==> src/rtl/instr_decode_seq.sv <==
// Instruction decode sequencer: registered strobes, multi-cycle MUL and LD_M.
// Define DECODE_ILLEGAL_TRAP_EN to flag reserved opcodes 100x on illegal_op.
module instr_decode_seq #(
    parameter int INSTR_W    = 16,
    parameter int DATA_W     = 8,
    parameter int MEM_AW     = 10,
    parameter int REG_AW     = 3,
    parameter int MUL_LAT    = 4,
    parameter int MEM_RD_LAT = 2
) (
    input  logic               clk,
    input  logic               rst_n,
    input  logic               instr_valid,
    output logic               instr_ready,
    input  logic [INSTR_W-1:0] instruction,
    output logic [3:0]         operation_code,
    output logic               aku_enable,
    output logic               aku_mul_enable,
    output logic               reg_ce,
    output logic [REG_AW-1:0]  register_addr,
    output logic [MEM_AW-1:0]  mem_adr,
    output logic               mem_wr,
    output logic               mem_rd,
    output logic               direct_load,
    output logic [DATA_W-1:0]  direct_data,
    output logic               busy,
    output logic               illegal_op
);

    localparam int MAX_LAT = (MUL_LAT > MEM_RD_LAT) ? MUL_LAT : MEM_RD_LAT;
    localparam int CNT_W   = $clog2(MAX_LAT + 1);
    localparam logic [3:0] OP_NOP = 4'b0110;

    typedef enum logic [1:0] {IDLE, EXEC, MUL, MEMRD} state_t;

    typedef struct packed {
        logic               aku;
        logic               mul;
        logic               rce;
        logic [REG_AW-1:0]  ra;
        logic [MEM_AW-1:0]  ma;
        logic               wr;
        logic               rd;
        logic               dl;
        logic [DATA_W-1:0]  dd;
        logic               busy;
    } out_t;

    state_t             state, d_state;
    logic [CNT_W-1:0]   cnt, d_cnt;
    logic [INSTR_W-1:0] ir;
    out_t               q, d;
    logic [3:0]         op;
    logic               imm;
    logic               accept;
    logic [REG_AW-1:0]  opnd_ra;
    logic [DATA_W-1:0]  opnd_dd;

    assign op      = instruction[INSTR_W-1 -: 4];
    assign imm     = instruction[8];
    assign opnd_ra = imm ? '0 : instruction[REG_AW-1:0];
    assign opnd_dd = imm ? instruction[DATA_W-1:0] : '0;

    // Ready in the last cycle of a multi-cycle op keeps back-to-back issue gap-free
    assign instr_ready = (state == IDLE) || (state == EXEC) || (cnt == '0);
    assign accept      = instr_valid && instr_ready;

    always_comb begin
        d       = '0;
        d_state = EXEC;
        d_cnt   = '0;
        unique case (1'b1)
            (op <= 4'd5): begin
                d.aku = 1'b1;
                d.ra  = opnd_ra;
                d.dl  = imm;
                d.dd  = opnd_dd;
            end
            (op == 4'b0111): begin
                d.mul   = 1'b1;
                d.ra    = opnd_ra;
                d.dl    = imm;
                d.dd    = opnd_dd;
                d.busy  = 1'b1;
                d_state = MUL;
                d_cnt   = CNT_W'(MUL_LAT - 1);
            end
            (op[3:1] == 3'b101): begin
                d.rd    = 1'b1;
                d.ma    = instruction[MEM_AW-1:0];
                d.aku   = (MEM_RD_LAT == 1);
                d.busy  = 1'b1;
                d_state = MEMRD;
                d_cnt   = CNT_W'(MEM_RD_LAT - 1);
            end
            (op[3:1] == 3'b110): begin
                d.aku = imm;
                d.dl  = imm;
                d.dd  = opnd_dd;
                d.rce = !imm;
                d.ra  = opnd_ra;
            end
            (op[3:1] == 3'b111): begin
                d.wr = 1'b1;
                d.ma = instruction[MEM_AW-1:0];
            end
            default: ;
        endcase
    end

    always_ff @(posedge clk or negedge rst_n) begin
        if (!rst_n) begin
            state <= IDLE;
            cnt   <= '0;
            ir    <= '0;
            q     <= '0;
        end else if (accept) begin
            state <= d_state;
            cnt   <= d_cnt;
            ir    <= instruction;
            q     <= d;
        end else if (cnt != '0) begin
            cnt <= cnt - 1'b1;
            if (state == MEMRD && cnt == CNT_W'(1))
                q.aku <= 1'b1;
        end else begin
            state <= IDLE;
            q     <= '0;
        end
    end

    assign operation_code = (state == IDLE) ? OP_NOP : ir[INSTR_W-1 -: 4];
    assign aku_enable     = q.aku;
    assign aku_mul_enable = q.mul;
    assign reg_ce         = q.rce;
    assign register_addr  = q.ra;
    assign mem_adr        = q.ma;
    assign mem_wr         = q.wr;
    assign mem_rd         = q.rd;
    assign direct_load    = q.dl;
    assign direct_data    = q.dd;
    assign busy           = q.busy;

    logic unused_ir;
    assign unused_ir = ^ir[INSTR_W-5:0];

`ifdef DECODE_ILLEGAL_TRAP_EN
    logic ill_q;
    always_ff @(posedge clk or negedge rst_n) begin
        if (!rst_n)
            ill_q <= 1'b0;
        else if (accept && op[3:1] == 3'b100)
            ill_q <= 1'b1;
    end
    assign illegal_op = ill_q;
`else
    assign illegal_op = 1'b0;
`endif

endmodule

==> config.mk <==
export PLATFORM = sky130hd
export DESIGN_NAME = instr_decode_seq
export DESIGN_NICKNAME = d
export VERILOG_FILES = /design/src/rtl/instr_decode_seq.sv
export SDC_FILE = /design/constraint.sdc
export NUM_CORES = 1
export LEC_CHECK = 0
export BUFFER_PORTS_ARGS = -buffer_cell sky130_fd_sc_hd__buf_2
export CELL_PAD_IN_SITES_DETAIL_PLACEMENT = 2
export CELL_PAD_IN_SITES_GLOBAL_PLACEMENT = 2
export CORE_ASPECT_RATIO = 0.5
export CORE_UTILIZATION = 33
export CTS_CLUSTER_SIZE = 40
export DETAILED_ROUTE_END_ITERATION = 16
export GPL_TIMING_DRIVEN = 0
export PLACE_DENSITY = 0.86
export SLEW_MARGIN = 10
export SYNTH_ARGS = -nofsm -noshare
export SYNTH_HDL_FRONTEND = slang
export SYNTH_SLANG_ARGS = --single-unit
==> constraint.sdc <==
create_clock -name clk -period 4.3 [get_ports clk]
set_input_delay 0.215 -clock clk [delete_from_list [all_inputs] [get_ports clk]]
set_output_delay 0.215 -clock clk [all_outputs]
set_load 0.03 [all_outputs]
==> results of run 1 <==
## cells by family after synthesis
kind of cell | count (synthesis) | synth area share, %
AOI/OAI and AO/OA | 38 | 18.6
xor gates and xnor gates | 1 | 0.523
adders and majority gates | 3 | 2.24
buffers and inverters | 31 | 8.67
DFF | 36 | 53.8
muxes | 6 | 3.81
other | 1 | 0.224
and+or+nand+nor | 35 | 12.1
## where the power goes
group | switching, mW | internal (mW) | leakage, nW
combinational | 0.354 | 0.167 | 0.530
sequential | 0.0448 | 0.401 | 0.476
clock | 0.126 | 0.172 | 0.0552
total | 0.525 | 0.740 | 1.06
## layout by cell type, fill, tap and decap left out, types with 5 or more instances in the layout
cell type and instances:
a21oi_1 5, a22o_1 12, buf_2 50, clkbuf_1 7, clkbuf_8 5, dfrtp_1 36
inv_1 18, nand2b_1 6, nand3_1 11, nor2_1 5, o21ai_0 5, o32ai_1 10
## sequential cells by signal, indices dropped and copies added, names as in the netlist
signal	flops
mem_rd	1
aku_enable	1
ir	4
direct_data	8
mem_wr	1
direct_load	1
register_addr	3
busy	1
cnt	3
mem_adr	10
reg_ce	1
state	1
aku_mul_enable	1
## through the flow
step / std cells / util (%) / setup WS (ps) / hold WS, ps
after floorplan: 151 / - / 2530 / -80.6
after global routing: 273 / 45.4 / 1930 / 72.2
after CTS: 273 / 45.4 / 2020 / 40.2
after global placement: 265 / 43.1 / 2380 / 346
after detailed placement: 265 / 43.1 / 2220 / 362
final: 273 / 45.4 / 2000 / 23.4
## layout make-up
cell class,count,area (um2)
plain buffers,12,73.8
clock buffers,6,72.6
clock inverters,2,35.0
fillers,513,2530
inverters,19,71.3
multi-input cells,84,628
flip-flops and latches,36,901
well taps,66,82.6
repair buffers,48,240
## critical path, delay by kind of cell (launching register included)
kind | cells | cell delay (ps)
adders and majority gates | 2 | 420
buffers and inverters | 4 | 660
DFF | 1 | 420
and+or+nand+nor | 1 | 290
## worst min-delay path by stage
stage | endpoint | depth (start not counted) | start
6_report | state[0]$_DFFE_PN0P_ | 1 | rst_n
5_1_grt | mem_adr[0]$_DFFE_PN0P_ | 1 | rst_n
4_1_cts | mem_adr[0]$_DFFE_PN0P_ | 1 | rst_n
3_5_place_dp | mem_wr$_DFFE_PN0P_ | 1 | rst_n
3_3_place_gp | aku_mul_enable$_DFFE_PN0P_ | 1 | rst_n
2_1_floorplan | aku_enable$_DFFE_PN0P_ | 0 | rst_n
## metal layers
metal	GRT usage, %	up-vias
met1	27.3	754
met5	0	-
li1	-	645
met4	7.86	0
met3	4.67	9
met2	40.6	35
==> summary.md, run 1 <==
| Metric | Value |
|---|---|
| Status | `finished clean` |
| Ys async rst share | `100%` |
| Worst Path Arrival | `2080 ps` |
| Die Span Y | `52.4 um` |
| Most common cell in the netlist | `dfrtp_1` |
| Routed WL | `5.44 mm` |
| Reg2Reg Depth | `9` |
| Post-Syn Area | `0.00167 mm2` |
| CP endpoint kind | `output port` |
| Clk slew on worst S/H paths | `70 ps` |
| WL met1 | `2.41 mm` |
| H-tree Lvls | `2` |
| Design Power | `1.26 mW` |
| Top-area cell type share of the netlist area | `53.8%` |
| Cell variety after synth | `34` |
| Fin. Hold Viols | `0` |
| Post-CTS Setup Bufs | `0` |
| Setup crit start kind | `flip-flop` |
| Setup slack, reg-to-reg | `2140 ps` |
| Max Cap Violations | `0` |
| Clock Skews | `6.22 ps` |
| Synth warn | `0` |
| PortBufs | `48` |
| Leading area contributor after synthesis | `dfrtp_1` |
| Maximum clock rate | `435 MHz` |
| Worst Path Required | `4090 ps` |
| P per Cell Area | `601 mW/mm2` |
| Worst-Margin Slew | `834 ps` |
| Worst path cell trace | `inv_1, ha_1, ha_1, and2b_2, inv_2, buf_2, buf_2` |
| First-pass DRT Iterations | `4` |
| Worst hold path class | `in2async` |
| Top post-synthesis cells by count | `dfrtp_1, inv_1, a22o_1` |
| CTS resizes | `0` |
| GRT Util Overall | `22.6%` |
| DR DRC count | `0` |
| Fin crit period | `2300 ps` |
| Critical R2R Launch | `cnt[0]$_DFFE_PN0P_` |
| Part of the cycle the worst path needs | `53.4%` |
| Synth top area cells | `dfrtp_1, a22o_1, o32ai_1` |
| Maximum net fanout on the critical path | `10` |
| First-pass GRT wire length | `8.66 mm` |
| TritonCTS clock tree | `built` |
| CTS max path bufs | `2` |
| Area grow syn2layout | `25.7%` |
| Worst-skew pair later-pin latency | `290 ps` |
| Slew headroom | `44.4%` |
| Routability cong. | `0.743` |
| Layout net count | `228` |
| Core region area | `0.00464 mm2` |
| Max layer used | `met4` |
| Die Wd | `103 um` |
| DP HPWL | `3.92 mm` |
| Peak VDD IR | `0.000200 V` |
| # rows | `17` |
| Largest net degree at the start of global routing | `37` |
| Final Instance Area | `0.00210 mm2` |
| Vias in the first global route | `1596` |
| Worst reg2reg path endpoint | `register_addr[0]$_DFFE_PN0P_` |
| DP Area | `0.00200 mm2` |
| Register area share after synthesis | `53.8%` |
| Setup TNS | `0 ps` |
| Starting density of the core | `36.1%` |
| Post-synth EDFFs | `0` |
| Total grt overflow | `0` |
| Total number of vias | `1443` |
| Clock sink count | `36` |
| Synth Instances | `151` |
| Initial drt markers | `37` |
| I/O pin total | `53` |
| Layout cells sized above 1 | `33.8%` |
| Drt via density | `5.29` |
| Yosys reg bits | `36` |
| Net Count, Synth | `173` |
| Crit-path slowest cell | `dfrtp_1` |
| WL met2 | `2.73 mm` |
| Number of diodes | `0` |
| Antenna violations before repair | `0` |
| Number of routed nets with antenna violations | `0` |
| Root Driver | `clkbuf_8` |
| CP max stage delay | `420 ps` |
| Die area | `0.00538 mm2` |
| Max Slew Vio Count | `0` |
| Top_reg_cell synth | `dfrtp_1` |
| RSZ-0062 raised after global routing | `false` |
| Met3 wire len | `207 um` |
| # setup viols final | `0` |
| Setup crit end | `instr_ready` |
| Static Leakage | `1.06 nW` |
| Crit path from | `cnt[0]$_DFFE_PN0P_` |
| Kind of critical path | `reg2out` |
| Wire per inst | `19.9 um` |
| Number of CTS-inserted buffers | `5` |
| Mean Syn Cell Area | `11.1 um2` |
| Hold-fix buffers at CTS | `0` |
(Power assumes the default switching activity.)
==> inputs of run 2 (changes only) <==
--- a/config.mk
+++ b/config.mk
@@ -9,11 +9,11 @@
 export CELL_PAD_IN_SITES_DETAIL_PLACEMENT = 2
 export CELL_PAD_IN_SITES_GLOBAL_PLACEMENT = 2
 export CORE_ASPECT_RATIO = 0.5
-export CORE_UTILIZATION = 33
+export CORE_UTILIZATION = 31
 export CTS_CLUSTER_SIZE = 40
 export DETAILED_ROUTE_END_ITERATION = 16
 export GPL_TIMING_DRIVEN = 0
-export PLACE_DENSITY = 0.86
+export PLACE_DENSITY = 0.81
 export SLEW_MARGIN = 10
 export SYNTH_ARGS = -nofsm -noshare
 export SYNTH_HDL_FRONTEND = slang
==> constraint.sdc (replaced) <==
create_clock -name clk -period 2.2 [get_ports clk]
set_input_delay 0.11 -clock clk [delete_from_list [all_inputs] [get_ports clk]]
set_output_delay 0.11 -clock clk [all_outputs]
set_load 0.03 [all_outputs]
==> run 2 against run 1 <==
  * Flip-flop and latch count is the same
  * Largest power group unchanged
  * Highest routed layer unchanged
  * Setup slack lost 1900 ps
  * Cell count grew 1.8%
  * Core utilization shrank 3.8 points
  * Non-clock buffer count grew 1
  * Via count shrank 3.1%
  * Clock skew is essentially flat
==> summary.md, run 2 (synthesis gave the netlist of run 1 again) <==
| Metric | Value |
|---|---|
| WL met1 | `2.28 mm (-5.6%)` |
| Setup TNS | `0 ps (unchanged)` |
| I/O pin total | `53 (unchanged)` |
| Final core utilization | `41.6% (-3.8 points)` |
| Routed WL | `4.90 mm (-9.8%)` |
| Number of routed nets with antenna violations | `0 (unchanged)` |
| Static Leakage | `1.06 nW (+0.33%)` |
| Worst reg2reg path endpoint | `direct_data[2]$_DFFE_PN0P_` |
| Number of diodes | `0 (unchanged)` |
| Number of CTS-inserted buffers | `5 (unchanged)` |
| Worst Path Required | `2380 ps (-1710 ps)` |
| CP endpoint kind | `flip-flop` |
| Max layer used | `met4` |
| Area grow syn2layout | `26.0%` |
| H-tree Lvls | `2 (unchanged)` |
| Hold depth | `2` |
| Most common cell after layout, fill and taps aside | `buf_2` |
| Largest register FFs | `10 (unchanged)` |
| Routability cong. | `0.729 (-1.8%)` |
| Crit path from | `cnt[0]$_DFFE_PN0P_` |
| Layout net count | `229 (+0.44%)` |
| Fin. Hold Viols | `0 (unchanged)` |
| First-pass DRT Iterations | `4 (unchanged)` |
| WL met2 | `2.40 mm (-12%)` |
| Max Slew Vio Count | `0 (unchanged)` |
| Vias in the first global route | `1459 (-8.6%)` |
| Initial drt markers | `41 (+11%)` |
| Post-CTS Setup Bufs | `0 (unchanged)` |
| RSZ-0062 raised after global routing | `false` |
| TritonCTS clock tree | `built` |
| First-pass GRT wire length | `7.61 mm (-12%)` |
| Clock sink count | `36 (unchanged)` |
| Core region area | `0.00507 mm2 (+9.3%)` |
| Final Non-Filler Cells | `278 (+1.8%)` |
| Worst-skew pair later-pin latency | `290 ps (about the same)` |
| Critical R2R Launch | `cnt[0]$_DFFE_PN0P_` |
| Largest net degree at the start of global routing | `37 (unchanged)` |
| Worst path cell trace | `inv_1, ha_1, ha_1, and2b_2, inv_2, and2_1, buf_6, buf_6, o32ai_1` |
| Maximum clock rate | `478 MHz` |
| Total grt overflow | `0 (unchanged)` |
| Met3 wire len | `179 um (-14%)` |
| Worst hold path class | `in2reg` |
| Kind of critical path | `reg2reg` |
| Slew headroom | `44.2% (-0.22 points)` |
| PortBufs | `48 (unchanged)` |
| Max Cap Violations | `0 (unchanged)` |
| DP HPWL | `3.54 mm (-9.6%)` |
| Antenna violations before repair | `0 (unchanged)` |
| Maximum net fanout on the critical path | `10 (unchanged)` |
| Drt via density | `5.03 (-4.9%)` |
| DR DRC count | `0 (unchanged)` |
| P per Cell Area | `1130 mW/mm2 (+87%)` |
| Clock Skews | `6.57 ps (+0.348 ps)` |
| Total number of vias | `1398 (-3.1%)` |
| GRT Util Overall | `18.2% (-4.4 points)` |
| Peak VDD IR | `0.000339 V (+70%)` |
| Crit-path slowest cell | `dfrtp_1` |
| Die Wd | `106 um (+3.1%)` |
| Worst-Margin Slew | `837 ps (+3.31 ps)` |
| Status | `finished clean` |
| Wire per inst | `17.6 um (-11%)` |
| Root Driver | `clkbuf_8` |
| # setup viols final | `0 (unchanged)` |
| Setup crit start kind | `flip-flop` |
| Reg2Reg Depth | `9 (unchanged)` |
| Fin crit period | `2090 ps` |
| # rows | `18 (+1)` |
| Part of the cycle the worst path needs | `95.2%` |
| CTS max path bufs | `2 (unchanged)` |
| Starting density of the core | `33.0% (-3.1 points)` |
| Setup crit end | `direct_data[2]$_DFFE_PN0P_` |
| Die Span Y | `54.0 um (+3.1%)` |
| Die area | `0.00572 mm2 (+6.3%)` |
| Inst Count DP | `269 (+1.5%)` |
| Setup slack, reg-to-reg | `110 ps (-2030 ps)` |
| CP max stage delay | `410 ps (about the same)` |
| Clk slew on worst S/H paths | `80 ps (about the same)` |
| Worst Path Arrival | `2270 ps (+190 ps)` |
| Layout cells sized above 1 | `34.1% (+0.32 points)` |
| Worst hold margin | `37.1 ps (+13.7 ps)` |
| Commonest cells after routing, fill and taps aside | `buf_2, dfrtp_1, inv_1` |
## run 2: cell types whose count changed in the layout (fill, tap and decap cells not counted), sizes merged
| cell | previous run | this run |
|---|---|---|
| buf | 54 | 52 |
| bufinv | 1 | 0 |
| clkbuf | 12 | 14 |
| clkinv | 1 | 2 |
| dlygate4sd3 | 0 | 1 |
## run 2: how the worst min path moves through the flow
stage	slack [ps]	startpoint	end
after detailed placement	260	rst_n	direct_data[4]$_DFFE_PN0P_
after floorplan	-190	rst_n	aku_enable$_DFFE_PN0P_
final	40	instruction[9]	mem_adr[9]$_DFFE_PN0P_
after global placement	250	rst_n	direct_data[4]$_DFFE_PN0P_
after CTS	30	instruction[9]	mem_adr[9]$_DFFE_PN0P_
after global routing	40	instruction[9]	mem_adr[9]$_DFFE_PN0P_
## run 2: repair_timing
action | CTS | global route
resized for setup | 0 | 2
endpoints found under the setup margin | 0 | 1
hold buffers | 1 | 0
hold endpoints to repair | 36 | 0
## run 2: area by class of cell
type	count	area, um2
Sequential cell	36	901
Multi-Input combinational cell	84	628
Buffer	12	76.3
Clock inverter	2	10.0
Inverter	19	71.3
Fill cell	550	2960
Timing Repair Buffer	49	253
Tap cell	70	87.6
Clock buffer	6	82.6
## run 2: power breakdown
| group | internal [mW] | total [mW] | switching [mW] |
|---|---|---|---|
| Clock | 0.250 | 0.499 | 0.249 |
| Combinational | 0.330 | 1.01 | 0.682 |
| Sequential | 0.784 | 0.864 | 0.0799 |
| Total | 1.36 | 2.38 | 1.01 |
## run 2: metal layers
layer | vias to the layer above | GRT usage, %
met5 | - | 0
met4 | 0 | 5.56
met3 | 5 | 3.87
met2 | 33 | 33.2
met1 | 718 | 22.3
li1 | 642 | -
## run 2: worst max-delay path, delay by kind of cell (launching register included)
| kind | cells | cell delay (ps) |
|---|---|---|
| and+or+nand+nor | 2 | 440 |
| adders and majority gates | 2 | 440 |
| buffers and inverters | 4 | 410 |
| DFF | 1 | 410 |
| AOI/OAI and AO/OA | 1 | 290 |
## run 2: through the flow
step	setup slack (ps)	instance area [um2]	total power, mW
floorplan	427	1670	1.55
global placement	270	2000	1.83
detailed placement	176	2000	1.87
CTS	71.9	2100	2.39
global route	18.8	2110	2.50
finish	106	2110	2.38
